### src/rtl/muldiv_unit_if.sv
// Request/response bundle between the register-file read stage and the RV32M multiply/divide unit.
// The master issues operations; the slave (muldiv_unit) returns results.
interface muldiv_unit_if;
    logic        start;
    logic [2:0]  funct3;
    logic [31:0] op_a;
    logic [31:0] op_b;
    logic [4:0]  rd_in;
    logic        busy;
    logic        done;
    logic [31:0] result;
    logic [4:0]  rd_out;

    modport master (
        output start, funct3, op_a, op_b, rd_in,
        input  busy, done, result, rd_out
    );

    modport slave (
        input  start, funct3, op_a, op_b, rd_in,
        output busy, done, result, rd_out
    );
endinterface

### src/rtl/muldiv_unit.sv
// Iterative RV32M multiply/divide unit: 32-step shift-add multiply, 32-step restoring divide.
// Optional MULDIV_FAST_MUL_EN computes multiplies in a single cycle and skips the iteration phase.
module muldiv_unit #(
    parameter int XLEN  = 32,
    parameter int CNT_W = 6
) (
    input  logic          clk,
    input  logic          rst_n,
    muldiv_unit_if.slave  bus
);

    typedef enum logic [1:0] {IDLE, CALC, FIX, DONE} state_t;

    state_t              r_state;
    state_t              w_next;
    logic [2:0]          r_funct3;
    logic [4:0]          r_rd;
    logic                r_signA;
    logic                r_signB;
    logic [XLEN-1:0]     r_absA;
    logic [XLEN-1:0]     r_absB;
    logic [2*XLEN-1:0]   r_acc;
    logic [CNT_W-1:0]    r_cnt;
    logic [XLEN-1:0]     r_result;
    logic [4:0]          r_rdOut;

    logic                w_start;
    logic                w_signedA;
    logic                w_signedB;
    logic                w_negA;
    logic                w_negB;
    logic [XLEN-1:0]     w_absA;
    logic [XLEN-1:0]     w_absB;
    logic [XLEN:0]       w_mulSum;
    logic [2*XLEN-1:0]   w_mulNext;
    logic [XLEN:0]       w_remShift;
    logic                w_divGe;
    logic [XLEN-1:0]     w_divLo;
    logic [2*XLEN-1:0]   w_divNext;
    logic                w_negProd;
    logic [2*XLEN-1:0]   w_prod;
    logic [XLEN-1:0]     w_quo;
    logic [XLEN-1:0]     w_rem;
    logic [XLEN-1:0]     w_fixed;

    assign w_start   = bus.start && (r_state == IDLE);
    assign w_signedA = (bus.funct3 == 3'b001) || (bus.funct3 == 3'b010) ||
                       (bus.funct3 == 3'b100) || (bus.funct3 == 3'b110);
    assign w_signedB = (bus.funct3 == 3'b001) || (bus.funct3 == 3'b100) ||
                       (bus.funct3 == 3'b110);
    assign w_negA    = w_signedA && bus.op_a[XLEN-1];
    assign w_negB    = w_signedB && bus.op_b[XLEN-1];
    assign w_absA    = w_negA ? -bus.op_a : bus.op_a;
    assign w_absB    = w_negB ? -bus.op_b : bus.op_b;

    // Multiply: upper half accumulates the multiplicand, lower half holds the shrinking multiplier.
    assign w_mulSum  = {1'b0, r_acc[2*XLEN-1:XLEN]} + (r_acc[0] ? {1'b0, r_absA} : '0);
    assign w_mulNext = {w_mulSum, r_acc[XLEN-1:1]};

    // Divide: upper half is the partial remainder, lower half shifts dividend out and quotient in.
    assign w_remShift = {r_acc[2*XLEN-1:XLEN], r_acc[XLEN-1]};
    assign w_divGe    = w_remShift >= {1'b0, r_absB};
    assign w_divLo    = w_remShift[XLEN-1:0] - r_absB;
    assign w_divNext  = w_divGe ? {w_divLo, r_acc[XLEN-2:0], 1'b1}
                                : {w_remShift[XLEN-1:0], r_acc[XLEN-2:0], 1'b0};

    assign w_negProd = r_signA ^ r_signB;
    assign w_prod    = w_negProd ? -r_acc : r_acc;
    assign w_quo     = r_acc[XLEN-1:0];
    assign w_rem     = r_acc[2*XLEN-1:XLEN];

    always_ff @(posedge clk or negedge rst_n) begin
        if (!rst_n) r_state <= IDLE;
        else        r_state <= w_next;
    end

    always_comb begin
        w_next = r_state;
        case (r_state)
            IDLE: begin
                if (w_start) begin
`ifdef MULDIV_FAST_MUL_EN
                    w_next = bus.funct3[2] ? CALC : FIX;
`else
                    w_next = CALC;
`endif
                end
            end
            CALC:    if (r_cnt == CNT_W'(XLEN-1)) w_next = FIX;
            FIX:     w_next = DONE;
            DONE:    w_next = IDLE;
            default: w_next = IDLE;
        endcase
    end

    // A zero divisor leaves an all-ones magnitude quotient, which must not be sign-corrected.
    always_comb begin
        w_fixed = '0;
        case (r_funct3)
            3'b000:                 w_fixed = w_prod[XLEN-1:0];
            3'b001, 3'b010, 3'b011: w_fixed = w_prod[2*XLEN-1:XLEN];
            3'b100, 3'b101:         w_fixed = (r_absB == '0) ? '1 : (w_negProd ? -w_quo : w_quo);
            default:                w_fixed = r_signA ? -w_rem : w_rem;
        endcase
    end

    always_ff @(posedge clk or negedge rst_n) begin
        if (!rst_n) begin
            r_funct3 <= '0;
            r_rd     <= '0;
            r_signA  <= 1'b0;
            r_signB  <= 1'b0;
            r_absA   <= '0;
            r_absB   <= '0;
            r_acc    <= '0;
            r_cnt    <= '0;
            r_result <= '0;
            r_rdOut  <= '0;
        end else if (w_start) begin
            r_funct3 <= bus.funct3;
            r_rd     <= bus.rd_in;
            r_signA  <= w_negA;
            r_signB  <= w_negB;
            r_absA   <= w_absA;
            r_absB   <= w_absB;
            r_cnt    <= '0;
`ifdef MULDIV_FAST_MUL_EN
            if (!bus.funct3[2]) r_acc <= {{XLEN{1'b0}}, w_absA} * {{XLEN{1'b0}}, w_absB};
            else                r_acc <= {{XLEN{1'b0}}, w_absA};
`else
            r_acc    <= {{XLEN{1'b0}}, bus.funct3[2] ? w_absA : w_absB};
`endif
        end else if (r_state == CALC) begin
            r_cnt    <= r_cnt + 1'b1;
            r_acc    <= r_funct3[2] ? w_divNext : w_mulNext;
        end else if (r_state == FIX) begin
            r_result <= w_fixed;
            r_rdOut  <= r_rd;
        end
    end

    assign bus.busy   = (r_state == CALC) || (r_state == FIX);
    assign bus.done   = (r_state == DONE);
    assign bus.result = r_result;
    assign bus.rd_out = r_rdOut;

endmodule

### src/flat_wrapper.sv
// flat-port wrapper written by rule: the top's interface ports become plain ports
module muldiv_unit_flat 
#(
    parameter int XLEN  = 32,
    parameter int CNT_W = 6
)
  (clk, rst_n, bus_start, bus_funct3, bus_op_a, bus_op_b, bus_rd_in, bus_busy, bus_done, bus_result, bus_rd_out);
  muldiv_unit_if bus_i ();
  input  logic clk;
  input  logic rst_n;
  input wire logic [$bits(bus_i.start)-1:0] bus_start;
  input wire logic [$bits(bus_i.funct3)-1:0] bus_funct3;
  input wire logic [$bits(bus_i.op_a)-1:0] bus_op_a;
  input wire logic [$bits(bus_i.op_b)-1:0] bus_op_b;
  input wire logic [$bits(bus_i.rd_in)-1:0] bus_rd_in;
  output wire logic [$bits(bus_i.busy)-1:0] bus_busy;
  output wire logic [$bits(bus_i.done)-1:0] bus_done;
  output wire logic [$bits(bus_i.result)-1:0] bus_result;
  output wire logic [$bits(bus_i.rd_out)-1:0] bus_rd_out;
  assign bus_i.start = bus_start;
  assign bus_i.funct3 = bus_funct3;
  assign bus_i.op_a = bus_op_a;
  assign bus_i.op_b = bus_op_b;
  assign bus_i.rd_in = bus_rd_in;
  assign bus_busy = bus_i.busy;
  assign bus_done = bus_i.done;
  assign bus_result = bus_i.result;
  assign bus_rd_out = bus_i.rd_out;
  muldiv_unit #(.XLEN(XLEN), .CNT_W(CNT_W)) u_core (.clk(clk), .rst_n(rst_n), .bus(bus_i));
endmodule
### config.mk
export PLATFORM = sky130hd
export DESIGN_NAME = muldiv_unit_flat
export DESIGN_NICKNAME = d
export VERILOG_FILES = /design/src/rtl/muldiv_unit_if.sv /design/src/rtl/muldiv_unit.sv /design/src/flat_wrapper.sv
export SDC_FILE = /design/constraint.sdc
export NUM_CORES = 1
export LEC_CHECK = 0
export CORE_MARGIN = 2
export CORE_UTILIZATION = 67
export CTS_BUF_LIST = sky130_fd_sc_hd__clkbuf_8
export CTS_CLUSTER_SIZE = 30
export DETAILED_ROUTE_END_ITERATION = 6
export PLACE_DENSITY = 0.95
export SYNTH_ARGS = -nofsm -noshare
export SYNTH_HDL_FRONTEND = slang
export SYNTH_SLANG_ARGS = --single-unit
### constraint.sdc
create_clock -name clk -period 6.35 [get_ports clk]
set_input_delay 0.9525 -clock clk [delete_from_list [all_inputs] [get_ports clk]]
set_output_delay 0.9525 -clock clk [all_outputs]
set_load 0.01 [all_outputs]
## After elaboration in Yosys (flattened, before gate mapping)

Cells that the tools add are included.

| storage, ports and cells | value |
|---|---|
| logic and storage cells | 73 |
| latch bits | 0 |
| RAM bits | 0 |
| bits in registers | 183 |
| bits of input ports | 75 |
| output and inout port bits | 39 |
| memory bits (read-only) | 0 |
| memories kept | 0 |

| operators by class | value |
|---|---|
| $lt $le $gt $ge | 1 |
| bitwise logic cells | 3 |
| muxes and demuxes | 18 |
| divide/modulo/power cells | 0 |
| equality and inequality tests | 15 |
| shifts and indexed selects | 0 |
| reduce and logical (&&, ||, !) cells | 17 |
| $mul | 0 |
| add/sub/neg operators | 8 |

Operators by type and width:

| cell | count |
|---|---|
| 64-bit 2-to-1 mux | 5 |
| 32-bit 2-to-1 mux | 7 |
| 32-bit negation | 4 |
| 32-bit one-hot mux with 3 select lines | 1 |
| 64-bit negation | 1 |
| 32-bit by 33-bit adder with 33-bit output | 1 |
| 33-bit by 32-bit greater-or-equal comparator with 1-bit output | 1 |
| 32-bit zero test | 1 |
| 32-bit subtractor | 1 |
| 3-bit == test, second input constant | 4 |
| 6-bit 2-to-1 mux | 2 |
| 3-bit by 2-bit == test with 1-bit output, second input constant | 3 |
| 2-bit one-hot mux with 4 select lines | 1 |
| 6-bit by 1-bit adder with 6-bit output, second input constant | 1 |
| 3-bit by 1-bit == test with 1-bit output, second input constant | 2 |
| 6-bit by 5-bit == test with 1-bit output, second input constant | 1 |
| 1-bit logical OR | 6 |
| 2-bit == test, second input constant | 2 |
| 2-bit 2-to-1 mux | 2 |
| 2-bit by 1-bit inequality test with 1-bit output, second input constant | 2 |
| 1-bit logical AND | 3 |
| 3-bit zero test | 1 |
| 3-bit AND reduction | 1 |
| 3-bit OR reduction | 1 |
| 7 further kinds | 8 |

## Depth between registers and ports, before layout

Gate-level depths: netlist of the first run.

| logic depth | value |
|---|---|
| depth after elaboration | 8 |
| mapped depth | 15 |
| depth with buffers taken out | 13 |

## Worst setup path after synthesis of the first run

OpenSTA, ideal clock, no wires.

| path | value |
|---|---|
| kind | register -> register |
| start point | register u_core.r_acc[0] |
| end point | register u_core.r_acc[59] |
| path buffers | 2 |
| slack | 3,220 ps |
| required time | 6,224 ps |
| library setup time | 126 ps |
| arrival time | 3,004 ps |
| stages on the path, launching flop included | 16 |
| period minus slack after synthesis | 3,130 ps |
| path through | dfrtp_1 > clkbuf_1 > clkbuf_1 > and2_1 > ha_1 > inv_1 > fa_1 > nor2b_1 > o31a_1 > o311ai_0 > a21oi_1 > nor2_1 > nor4b_1 > nor3_1 > nor2_1 > a221o_1 |

| between the ends | value |
|---|---|
| longest elaborated chain between the ends | 5 |

Ends and longest elaborated chain:

| item | RTL line | RTL |
|---|---|---|
| from (decl) | muldiv_unit.sv:22 | `logic [2*XLEN-1:0] r_acc;` |
| from (signal assigned) | muldiv_unit.sv:131 | `r_acc <= {{XLEN{1'b0}}, bus.funct3[2] ? w_absA : w_absB};` |
| from (signal assigned) | muldiv_unit.sv:135 | `r_acc <= r_funct3[2] ? w_divNext : w_mulNext;` |
| 32-bit 2-to-1 mux | muldiv_unit.sv:57 | `assign w_mulSum = {1'b0, r_acc[2*XLEN-1:XLEN]} + (r_acc[0] ? {1'b0, r_absA} : '0);` |
| 32-bit by 33-bit adder with 33-bit output | muldiv_unit.sv:57 |  |
| 64-bit 2-to-1 mux | muldiv_unit.sv:135 |  |
| 64-bit 2-to-1 mux | muldiv_unit.sv:133 | `end else if (r_state == CALC) begin` |
| 64-bit 2-to-1 mux | muldiv_unit.sv:119 | `end else if (w_start) begin` |

Every way passes these cells. The select of a mux whose other input is x is not followed.
A chain may end at the register's enable or synchronous reset.

## Worst setup path after layout of the first run

| path | value |
|---|---|
| start point | register u_core.r_acc[0] |
| end point | register u_core.r_acc[62] |

The elaborated chain is that of the path after synthesis.

==> results of run 1 <==
==> cell type report <==
| cell class | count | area, sq um |
|---|---|---|
| flip-flops and latches | 183 | 4580 |
| multi-input cells | 1643 | 10500 |
| clock buffers | 17 | 234 |
| inverters | 75 | 282 |
| diodes | 1 | 2.50 |
| fillers | 1802 | 5900 |
| well taps | 319 | 399 |
| repair buffers | 137 | 1310 |
| clock inverters | 15 | 206 |
==> path summary, 6_finish.rpt <==
check | start | to | slack, ns
max | u_core.r_acc[0] | u_core.r_acc[62] | 2.02
min | rst_n | u_core.r_absA[5] | 0.42
max reg2reg | u_core.r_acc[0] | u_core.r_acc[62] | 2.02
min reg2reg | u_core.r_absA[26] | u_core.r_absA[26] | 0.49
max in group asynchronous | rst_n | u_core.bus.result[15] | 4.49
min in group clk | u_core.r_absA[26] | u_core.r_absA[26] | 0.49
==> metrics by stage <==
step                worst slack (ns)  hold slack [ns]  util, %  std cells
floorplan                       3.22            0.438        -       2036
global placement                2.44            0.451     72.9       2357
detailed placement              2.26            0.462     72.9       2357
CTS                             2.44            0.476     74.8       2389
global route                    1.86            0.479     74.8       2390
finish                          2.02            0.424     74.8       2390
==> placed cells by master, fill, tap and decap left out, types with 40 or more instances in the layout <==
master and count:
o21ai_0 241, xor2_1 83, ha_1 72, xnor2_1 116, clkdlybuf4s50_1 111, nor2_1 137
a21oi_1 124, and2_1 42, dfrtp_1 182, nor3_1 40, inv_1 75, mux2i_1 45
o211ai_1 41, nand2_1 276
==> flip-flops by register name, summed over array words and instances (netlist names) <==
| register | flops |
|---|---|
| u_core.bus.rd_out | 5 |
| u_core.bus.result | 32 |
| u_core.r_absA | 32 |
| u_core.r_absB | 32 |
| u_core.r_acc | 64 |
| u_core.r_cnt | 6 |
| u_core.r_funct3 | 3 |
| u_core.r_rd | 5 |
| u_core.r_signA | 1 |
| u_core.r_signB | 1 |
| u_core.r_state | 2 |
==> where the power goes <==
| part | leakage, uW | internal [uW] | total (uW) | switching [uW] |
|---|---|---|---|---|
| clock network | 0.000218 | 319 | 890 | 571 |
| logic | 0.00478 | 2930 | 7630 | 4700 |
| registers | 0.00224 | 1720 | 2600 | 878 |
| total | 0.00724 | 4970 | 11100 | 6140 |
==> Yosys cell counts, types with 14 or more instances <==
library cell	number
nand2_1	277
o21ai_0	241
dfrtp_1	183
nor2_1	138
a21oi_1	124
xnor2_1	117
clkbuf_1	100
xor2_1	84
inv_1	75
ha_1	74
mux2i_1	45
and2_1	43
o211ai_1	41
nor3_1	40
nand3_1	34
a21o_1	27
o31ai_1	25
nand4_1	23
a31oi_1	22
buf_1	19
o22ai_1	19
nor4_1	18
nand2b_1	17
a211oi_1	16
or3_1	16
or4_1	14
==> layer usage <==
layer / share of wire (%) / global-route usage (%)
met5: 0 / 0
met4: 6.4 / 23.4
met3: 14 / 15.3
met2: 41 / 67.3
met1: 39 / 62.0
==> logic make-up (layout without fill, tap and decap cells) <==
family	Yosys count	after routing	share of synthesized area (%)
buf+inv	210	244	5.65
simple gates	679	679	20.3
xor+xnor	201	201	11.0
flops	183	183	28.7
mux	56	56	3.60
fa+ha+maj	76	76	6.06
compound gates	631	631	24.6
other cells	0	1	0
==> flow_summary.html, run 1 <==
<table>
<tr><th>Metric</th><th>Value</th></tr>
<tr><th colspan="2">STA</th></tr>
<tr><td>Unrepaired setup endpoints after global routing</td><td>no</td></tr>
<tr><td>Final setup viols</td><td>0</td></tr>
<tr><td>Max Clock Skew</td><td>approximately 0.027 ns</td></tr>
<tr><td>Period utilisation layout</td><td>between 60% and 70%</td></tr>
<tr><td>Summed negative setup slack over all endpoints</td><td>0 ns</td></tr>
<tr><td>Slew at the pin with the worst max-slew slack</td><td>roughly 1.3 ns</td></tr>
<tr><td>Final Max Tran Viols</td><td>0</td></tr>
<tr><td>Tightest slew margin relative to the limit</td><td>14.1%</td></tr>
<tr><td>Time the final worst path needs with I/O delays and setup</td><td>4.33 ns</td></tr>
<tr><td>Final hold viol count</td><td>0</td></tr>
<tr><td>Highest clock frequency the design can meet</td><td>between 200 and 250 MHz</td></tr>
<tr><th colspan="2">Detailed routing</th></tr>
<tr><td>Post-detailed-route wirelength per cell</td><td>roughly 24 um</td></tr>
<tr><td>Count of vias placed by the detailed router</td><td>16.8k</td></tr>
<tr><td>Antenna viol nets, final</td><td>0</td></tr>
<tr><td>Router iterations before antenna repair</td><td>7</td></tr>
<tr><td>Via-to-Cell Ratio</td><td>roughly 7.0</td></tr>
<tr><td>Total DRC errors in the routed layout</td><td>0</td></tr>
<tr><td>Detailed Route Iter0 Violations</td><td>about 2.7k</td></tr>
<tr><td>Routed Wire Length</td><td>between 50,000 and 60,000 um</td></tr>
<tr><th colspan="2">Clock tree</th></tr>
<tr><td>Count of clock tree sinks</td><td>183</td></tr>
<tr><td>Cts bufs inserted</td><td>17</td></tr>
<tr><td>CTS Root Cell</td><td>clkbuf_8</td></tr>
<tr><td>Number of hold-repair buffers added at the cts stage</td><td>0</td></tr>
<tr><td>Gates resized, CTS repair</td><td>0</td></tr>
<tr><td>Maximum level of the CTS H-tree</td><td>4</td></tr>
<tr><td>Clock insertion delay at the later pin of the skew report</td><td>slightly above 0.5 ns</td></tr>
<tr><td>CTS max path bufs</td><td>2</td></tr>
<tr><td>Post-CTS setup buffer count</td><td>0</td></tr>
<tr><td>Register clock-pin slew on the reported worst setup and hold paths</td><td>0.13 ns</td></tr>
<tr><td>CTS tree</td><td>yes</td></tr>
<tr><th colspan="2">Global routing</th></tr>
<tr><td>Pin count of the biggest net entering global routing</td><td>74</td></tr>
<tr><td>Global routing usage summed across all routing layers</td><td>46.4%</td></tr>
<tr><td>Residual overflow from global routing</td><td>0</td></tr>
<tr><td>Initial antenna violation count</td><td>2</td></tr>
<tr><td>Vias in the first global route</td><td>15.5k</td></tr>
<tr><td>Global-route wire length before repair</td><td>87,800 um</td></tr>
<tr><th colspan="2">Place</th></tr>
<tr><td>Detailed-placement wirelength estimate</td><td>43,500 um</td></tr>
<tr><td>Number of buffer cells added on primary ports</td><td>between 100 and 150</td></tr>
<tr><td>Global placement routability congestion</td><td>between 1 and 1.5</td></tr>
<tr><td>Instance area after placement</td><td>about 17,000 sq um</td></tr>
<tr><th colspan="2">Finish</th></tr>
<tr><td>Layout overhead on the synthesized area</td><td>9.88%</td></tr>
<tr><td>Share of layout cells above drive strength 1</td><td>under 10%</td></tr>
<tr><td>Layout net count</td><td>roughly 2.2k</td></tr>
<tr><td>Final std cell area, no fill</td><td>about 18,000 sq um</td></tr>
<tr><th colspan="2">Floorplan</th></tr>
<tr><td>Placeable Area</td><td>between 20,000 and 25,000 sq um</td></tr>
<tr><td>Die Footprint</td><td>~25,000 sq um</td></tr>
<tr><td>Initial Utilization</td><td>68.1%</td></tr>
<tr><td>Standard-cell rows</td><td>56</td></tr>
<tr><td>I/O pins</td><td>114</td></tr>
<tr><td>Die H</td><td>about 160 um</td></tr>
<tr><td>Die Span X</td><td>about 160 um</td></tr>
<tr><th colspan="2">Synth</th></tr>
<tr><td>Async set-reset flop share out of synthesis</td><td>100%</td></tr>
<tr><td>Mapped Cells</td><td>2,036</td></tr>
<tr><td>Sequential element share of the synthesized area</td><td>between 20% and 30%</td></tr>
<tr><td>Unique cell type count in the Yosys netlist</td><td>86</td></tr>
<tr><td>Proportion of netlist area held by the largest area contributor</td><td>between 20% and 30%</td></tr>
<tr><td>Synthesis Warnings</td><td>0</td></tr>
<tr><td>Flop and latch count out of synthesis</td><td>around 180</td></tr>
<tr><td>Number of enable-type register cells in the synthesized netlist</td><td>0</td></tr>
<tr><td>Main synth FF type</td><td>dfrtp_1</td></tr>
<tr><td>Biggest area consumer among synthesized cells</td><td>dfrtp_1</td></tr>
<tr><td>Net count after synthesis</td><td>roughly 2.2k</td></tr>
<tr><td>Area of the mapped netlist</td><td>15,900 sq um</td></tr>
<tr><td>Mapped Avg Cell Area</td><td>7.83 sq um</td></tr>
<tr><td>Leading cell types by total area after synthesis</td><td>dfrtp_1 (29%), o21ai_0 (7.6%), nand2_1 (6.5%)</td></tr>
<tr><th colspan="2">Worst setup path</th></tr>
<tr><td>Kind of capture point of the worst setup path</td><td>flop</td></tr>
<tr><td>Critical Path RT</td><td>6.72 ns</td></tr>
<tr><td>Buffers &amp; Inverters on Critical Path</td><td>2</td></tr>
<tr><td>Highest fanout seen on the critical path</td><td>37</td></tr>
<tr><td>Critical path depth</td><td>13</td></tr>
<tr><td>Cell with the largest stage delay on the worst path</td><td>o311ai_0</td></tr>
<tr><td>Category of the critical setup timing path</td><td>reg2reg</td></tr>
<tr><td>Max stage delay on crit path</td><td>around 1.1 ns</td></tr>
<tr><td>Number of cells traversed by the worst register-to-register path</td><td>13</td></tr>
<tr><td>Launching element type of the critical path</td><td>flop</td></tr>
<tr><td>Arrival time worst endpoint</td><td>around 4.7 ns</td></tr>
<tr><td>CP delay by family, top</td><td>compound AO/OA/AOI/OAI gates</td></tr>
<tr><td>Cell breakdown of the critical path</td><td>buf_4 -&gt; nand2_1 -&gt; inv_1 -&gt; ha_1 -&gt; a211oi_1 -&gt; nor2_1 -&gt; o311ai_0 -&gt; nand3_1 -&gt; a31oi_1 -&gt; a211oi_1 -&gt; or3_1 -&gt; nand3_1 -&gt; o211ai_1</td></tr>
<tr><th colspan="2">Power and ir drop</th></tr>
<tr><td>Peak supply drop</td><td>just under 500 uV</td></tr>
<tr><td>Leak pwr</td><td>between 0.007 and 0.008 uW</td></tr>
<tr><td>Cell Pwr Density</td><td>635 nW/um^2</td></tr>
<tr><td>Total power</td><td>between 10,000 and 15,000 uW</td></tr>
<tr><th colspan="2">Run</th></tr>
<tr><td>Number of max-cap violations</td><td>0</td></tr>
<tr><th colspan="2">Outcome</th></tr>
<tr><td>Run status</td><td>complete, no violations</td></tr>
<tr><th colspan="2">Min path</th></tr>
<tr><td>Worst min-delay path category</td><td>in2async</td></tr>
</table>
No activity file was read; power rests on OpenSTA's default activity.
==> inputs of run 2 (changes only) <==
Settings changed: CORE_UTILIZATION 67 to 62, PLACE_DENSITY 0.95 to 0.94.
Clock period 6.35 ns to 4.3 ns, I/O delays scaled along.
==> flow_summary.html, run 2 (synthesis gave the netlist of run 1 again) <==
<table>
<tr><th>Metric</th><th>Value</th></tr>
<tr><th colspan="2">Outcome</th></tr>
<tr><td>Run status</td><td>complete, no violations</td></tr>
<tr><th colspan="2">STA</th></tr>
<tr><td>Slew at the pin with the worst max-slew slack</td><td>1.01 ns</td></tr>
<tr><td>Summed negative setup slack over all endpoints</td><td>0 ns</td></tr>
<tr><td>Time the final worst path needs with I/O delays and setup</td><td>3.96 ns</td></tr>
<tr><td>Final setup viols</td><td>0</td></tr>
<tr><td>Final Max Tran Viols</td><td>0</td></tr>
<tr><td>Unrepaired setup endpoints after global routing</td><td>no</td></tr>
<tr><td>Period utilisation layout</td><td>between 90% and 100%</td></tr>
<tr><td>Tightest slew margin relative to the limit</td><td>approximately a third</td></tr>
<tr><td>Max Clock Skew</td><td>0.0323 ns</td></tr>
<tr><td>Final hold viol count</td><td>0</td></tr>
<tr><td>Highest clock frequency the design can meet</td><td>around 250 MHz</td></tr>
<tr><th colspan="2">Power and ir drop</th></tr>
<tr><td>Net Sw Frac</td><td>roughly 55%</td></tr>
<tr><td>Net Sw Power</td><td>around 9000 uW</td></tr>
<tr><td>Total power</td><td>roughly 17,000 uW</td></tr>
<tr><td>Combinational share of power</td><td>between 60% and 70%</td></tr>
<tr><td>Power share of the clock group</td><td>~8%</td></tr>
<tr><td>Part of the total power dissipated in sequential elements</td><td>22.6%</td></tr>
<tr><td>Cell Pwr Density</td><td>about 940 nW/um^2</td></tr>
<tr><td>Peak supply drop</td><td>approximately 700 uV</td></tr>
<tr><td>Internal Power</td><td>~7500 uW</td></tr>
<tr><td>Leak pwr</td><td>between 0.007 and 0.008 uW</td></tr>
<tr><th colspan="2">Finish</th></tr>
<tr><td>Post-layout util</td><td>a little over two thirds</td></tr>
<tr><td>Share of layout cells above drive strength 1</td><td>5.88%</td></tr>
<tr><td>Sequential cell area in the final layout</td><td>4580 sq um</td></tr>
<tr><td>Top reg by flops</td><td>u_core.r_acc</td></tr>
<tr><td>Most common cell after layout, fill and taps aside</td><td>nand2_1</td></tr>
<tr><td>Area taken by multi-input logic gates</td><td>10,500 sq um</td></tr>
<tr><td>N_diodes</td><td>0</td></tr>
<tr><td>Commonest non-fill, non-tap cells in the layout</td><td>nand2_1 (276), o21ai_0 (241), dfrtp_1 (182)</td></tr>
<tr><td>Layout net count</td><td>roughly 2.2k</td></tr>
<tr><td>Layout overhead on the synthesized area</td><td>11.1%</td></tr>
<tr><td>Flip-flop count of the largest register, all copies and words added</td><td>64</td></tr>
<tr><td>Fillcell total</td><td>2,006</td></tr>
<tr><th colspan="2">Detailed routing</th></tr>
<tr><td>Router iterations before antenna repair</td><td>6</td></tr>
<tr><td>Routed Wire Length</td><td>roughly 58,000 um</td></tr>
<tr><td>Total DRC errors in the routed layout</td><td>0</td></tr>
<tr><td>Count of vias placed by the detailed router</td><td>approximately 17k</td></tr>
<tr><td>Routed metal-1 wirelength</td><td>around 23,000 um</td></tr>
<tr><td>Antenna viol nets, final</td><td>0</td></tr>
<tr><td>Detailed Route Iter0 Violations</td><td>between 2k and 2.5k</td></tr>
<tr><td>Highest Signal Layer</td><td>met5</td></tr>
<tr><td>Met2 layer wire length in the routed design</td><td>between 20,000 and 25,000 um</td></tr>
<tr><td>Post-detailed-route wirelength per cell</td><td>~24 um</td></tr>
<tr><td>Routed wl met3</td><td>6950 um</td></tr>
<tr><td>Via-to-Cell Ratio</td><td>6.82</td></tr>
<tr><th colspan="2">Floorplan</th></tr>
<tr><td>Die Span X</td><td>around 160 um</td></tr>
<tr><td>Initial Utilization</td><td>between 60% and 70%</td></tr>
<tr><td>Die H</td><td>approximately 160 um</td></tr>
<tr><td>Die Footprint</td><td>between 20,000 and 30,000 sq um</td></tr>
<tr><td>I/O pins</td><td>around 110</td></tr>
<tr><td>Standard-cell rows</td><td>58</td></tr>
<tr><td>Placeable Area</td><td>around 25,000 sq um</td></tr>
<tr><th colspan="2">Place</th></tr>
<tr><td>Detailed-placement wirelength estimate</td><td>between 40,000 and 50,000 um</td></tr>
<tr><td>Global placement routability congestion</td><td>between 1 and 1.5</td></tr>
<tr><td>Number of buffer cells added on primary ports</td><td>around 110</td></tr>
<tr><th colspan="2">Clock tree</th></tr>
<tr><td>CTS max path bufs</td><td>2</td></tr>
<tr><td>Register clock-pin slew on the reported worst setup and hold paths</td><td>0.12 ns</td></tr>
<tr><td>Maximum level of the CTS H-tree</td><td>4</td></tr>
<tr><td>Post-CTS setup buffer count</td><td>0</td></tr>
<tr><td>Clock insertion delay at the later pin of the skew report</td><td>between 0.5 and 0.6 ns</td></tr>
<tr><td>Count of clock tree sinks</td><td>183</td></tr>
<tr><td>Number of hold-repair buffers added at the cts stage</td><td>0</td></tr>
<tr><td>CTS Root Cell</td><td>clkbuf_8</td></tr>
<tr><td>CTS tree</td><td>yes</td></tr>
<tr><td>Gates resized, CTS repair</td><td>0</td></tr>
<tr><td>Cts bufs inserted</td><td>17</td></tr>
<tr><th colspan="2">Worst setup path</th></tr>
<tr><td>Category of the critical setup timing path</td><td>reg2reg</td></tr>
<tr><td>Highest fanout seen on the critical path</td><td>28</td></tr>
<tr><td>Kind of capture point of the worst setup path</td><td>flop</td></tr>
<tr><td>Launching element type of the critical path</td><td>flop</td></tr>
<tr><td>Critical Path RT</td><td>4.66 ns</td></tr>
<tr><td>Arrival time worst endpoint</td><td>between 4 and 5 ns</td></tr>
<tr><th colspan="2">Global routing</th></tr>
<tr><td>Vias in the first global route</td><td>between 10k and 15k</td></tr>
<tr><td>Global-route wire length before repair</td><td>~86,000 um</td></tr>
<tr><td>Global routing usage summed across all routing layers</td><td>between 40% and 50%</td></tr>
<tr><td>Residual overflow from global routing</td><td>0</td></tr>
<tr><td>Pin count of the biggest net entering global routing</td><td>between 100 and 150</td></tr>
<tr><td>Initial antenna violation count</td><td>2</td></tr>
<tr><th colspan="2">Min path</th></tr>
<tr><td>Worst min-delay path category</td><td>in2async</td></tr>
<tr><th colspan="2">Run</th></tr>
<tr><td>Number of max-cap violations</td><td>0</td></tr>
</table>
run 2: cell types whose count changed in the layout (fill, tap and decap cells not counted):
| cell | change |
|---|---|
| inv_12 | +1 |
| nor2_1 | +1 |
| diode_2 | -1 |
| nor2_2 | -1 |
| clkinv_4 | +1 |
| buf_12 | +2 |
| buf_4 | +19 |
| inv_8 | -2 |
run 2: power groups by stage:
stage / combinational (uW) / clock [uW] / sequential, uW
2_1_floorplan: 7910 / 0 / 3170
3_3_place_gp: 10800 / 0 / 3650
3_5_place_dp: 11000 / 0 / 3690
4_1_cts: 11100 / 1300 / 3650
5_1_grt: 12400 / 1370 / 3780
6_report: 11500 / 1320 / 3750
run 2: routing by layer:
layer / GRT usage (%) / up-vias
met3: 9.72 / 200
li1: - / 7374
met1: 59.6 / 7775
met5: 0 / -
met2: 62.9 / 1151
met4: 18.3 / 2
run 2: cell type report:
cell class / count / area share, %
clock buffer: 17 / 1.32
sequential: 183 / 25.9
multi-input combinational: 1643 / 59.3
tap: 330 / 2.33
inverter: 75 / 1.59
timing repair buffer: 158 / 8.42
clock inverter: 15 / 1.18
run 2: final timing paths:
kind | cells after the start | slack [ns] | endpoint | start
hold reg to reg | 2 | 0.49 | u_core.r_absA[27] | u_core.r_absA[27]
setup reg to reg | 11 | 0.34 | u_core.r_acc[58] | u_core.r_acc[0]
max in group asynchronous | 2 | 3.14 | u_core.r_funct3[2] | rst_n
min in group clk | 2 | 0.49 | u_core.r_absA[27] | u_core.r_absA[27]
setup / recovery | 11 | 0.34 | u_core.r_acc[58] | u_core.r_acc[0]
hold / removal | 1 | 0.19 | u_core.r_absA[19] | rst_n
run 2: through the flow:
stage / instance area (sq um) / cells / hold slack (ns) / worst slack, ns
after floorplan: 15900 / 2036 / 0.349 / 1.17
after global placement: 17300 / 2389 / 0.452 / 0.541
after detailed placement: 17300 / 2389 / 0.462 / 0.436
after CTS: 17700 / 2421 / 0.259 / 0.421
after global routing: 17700 / 2421 / 0.270 / 0.0991
final: 17700 / 2421 / 0.187 / 0.339
run 2: critical path, stage by stage (launching register included):
cell and delay, ns:
dfrtp_1 0.92, and2_1 0.25, ha_1 0.30, a21o_1 0.20, a21o_1 0.19, a2111oi_0 0.74, nand3_1 0.25, a31oi_1 0.34
nand2_1 0.16, and4_1 0.22, nor3_1 0.16, o21ai_0 0.10
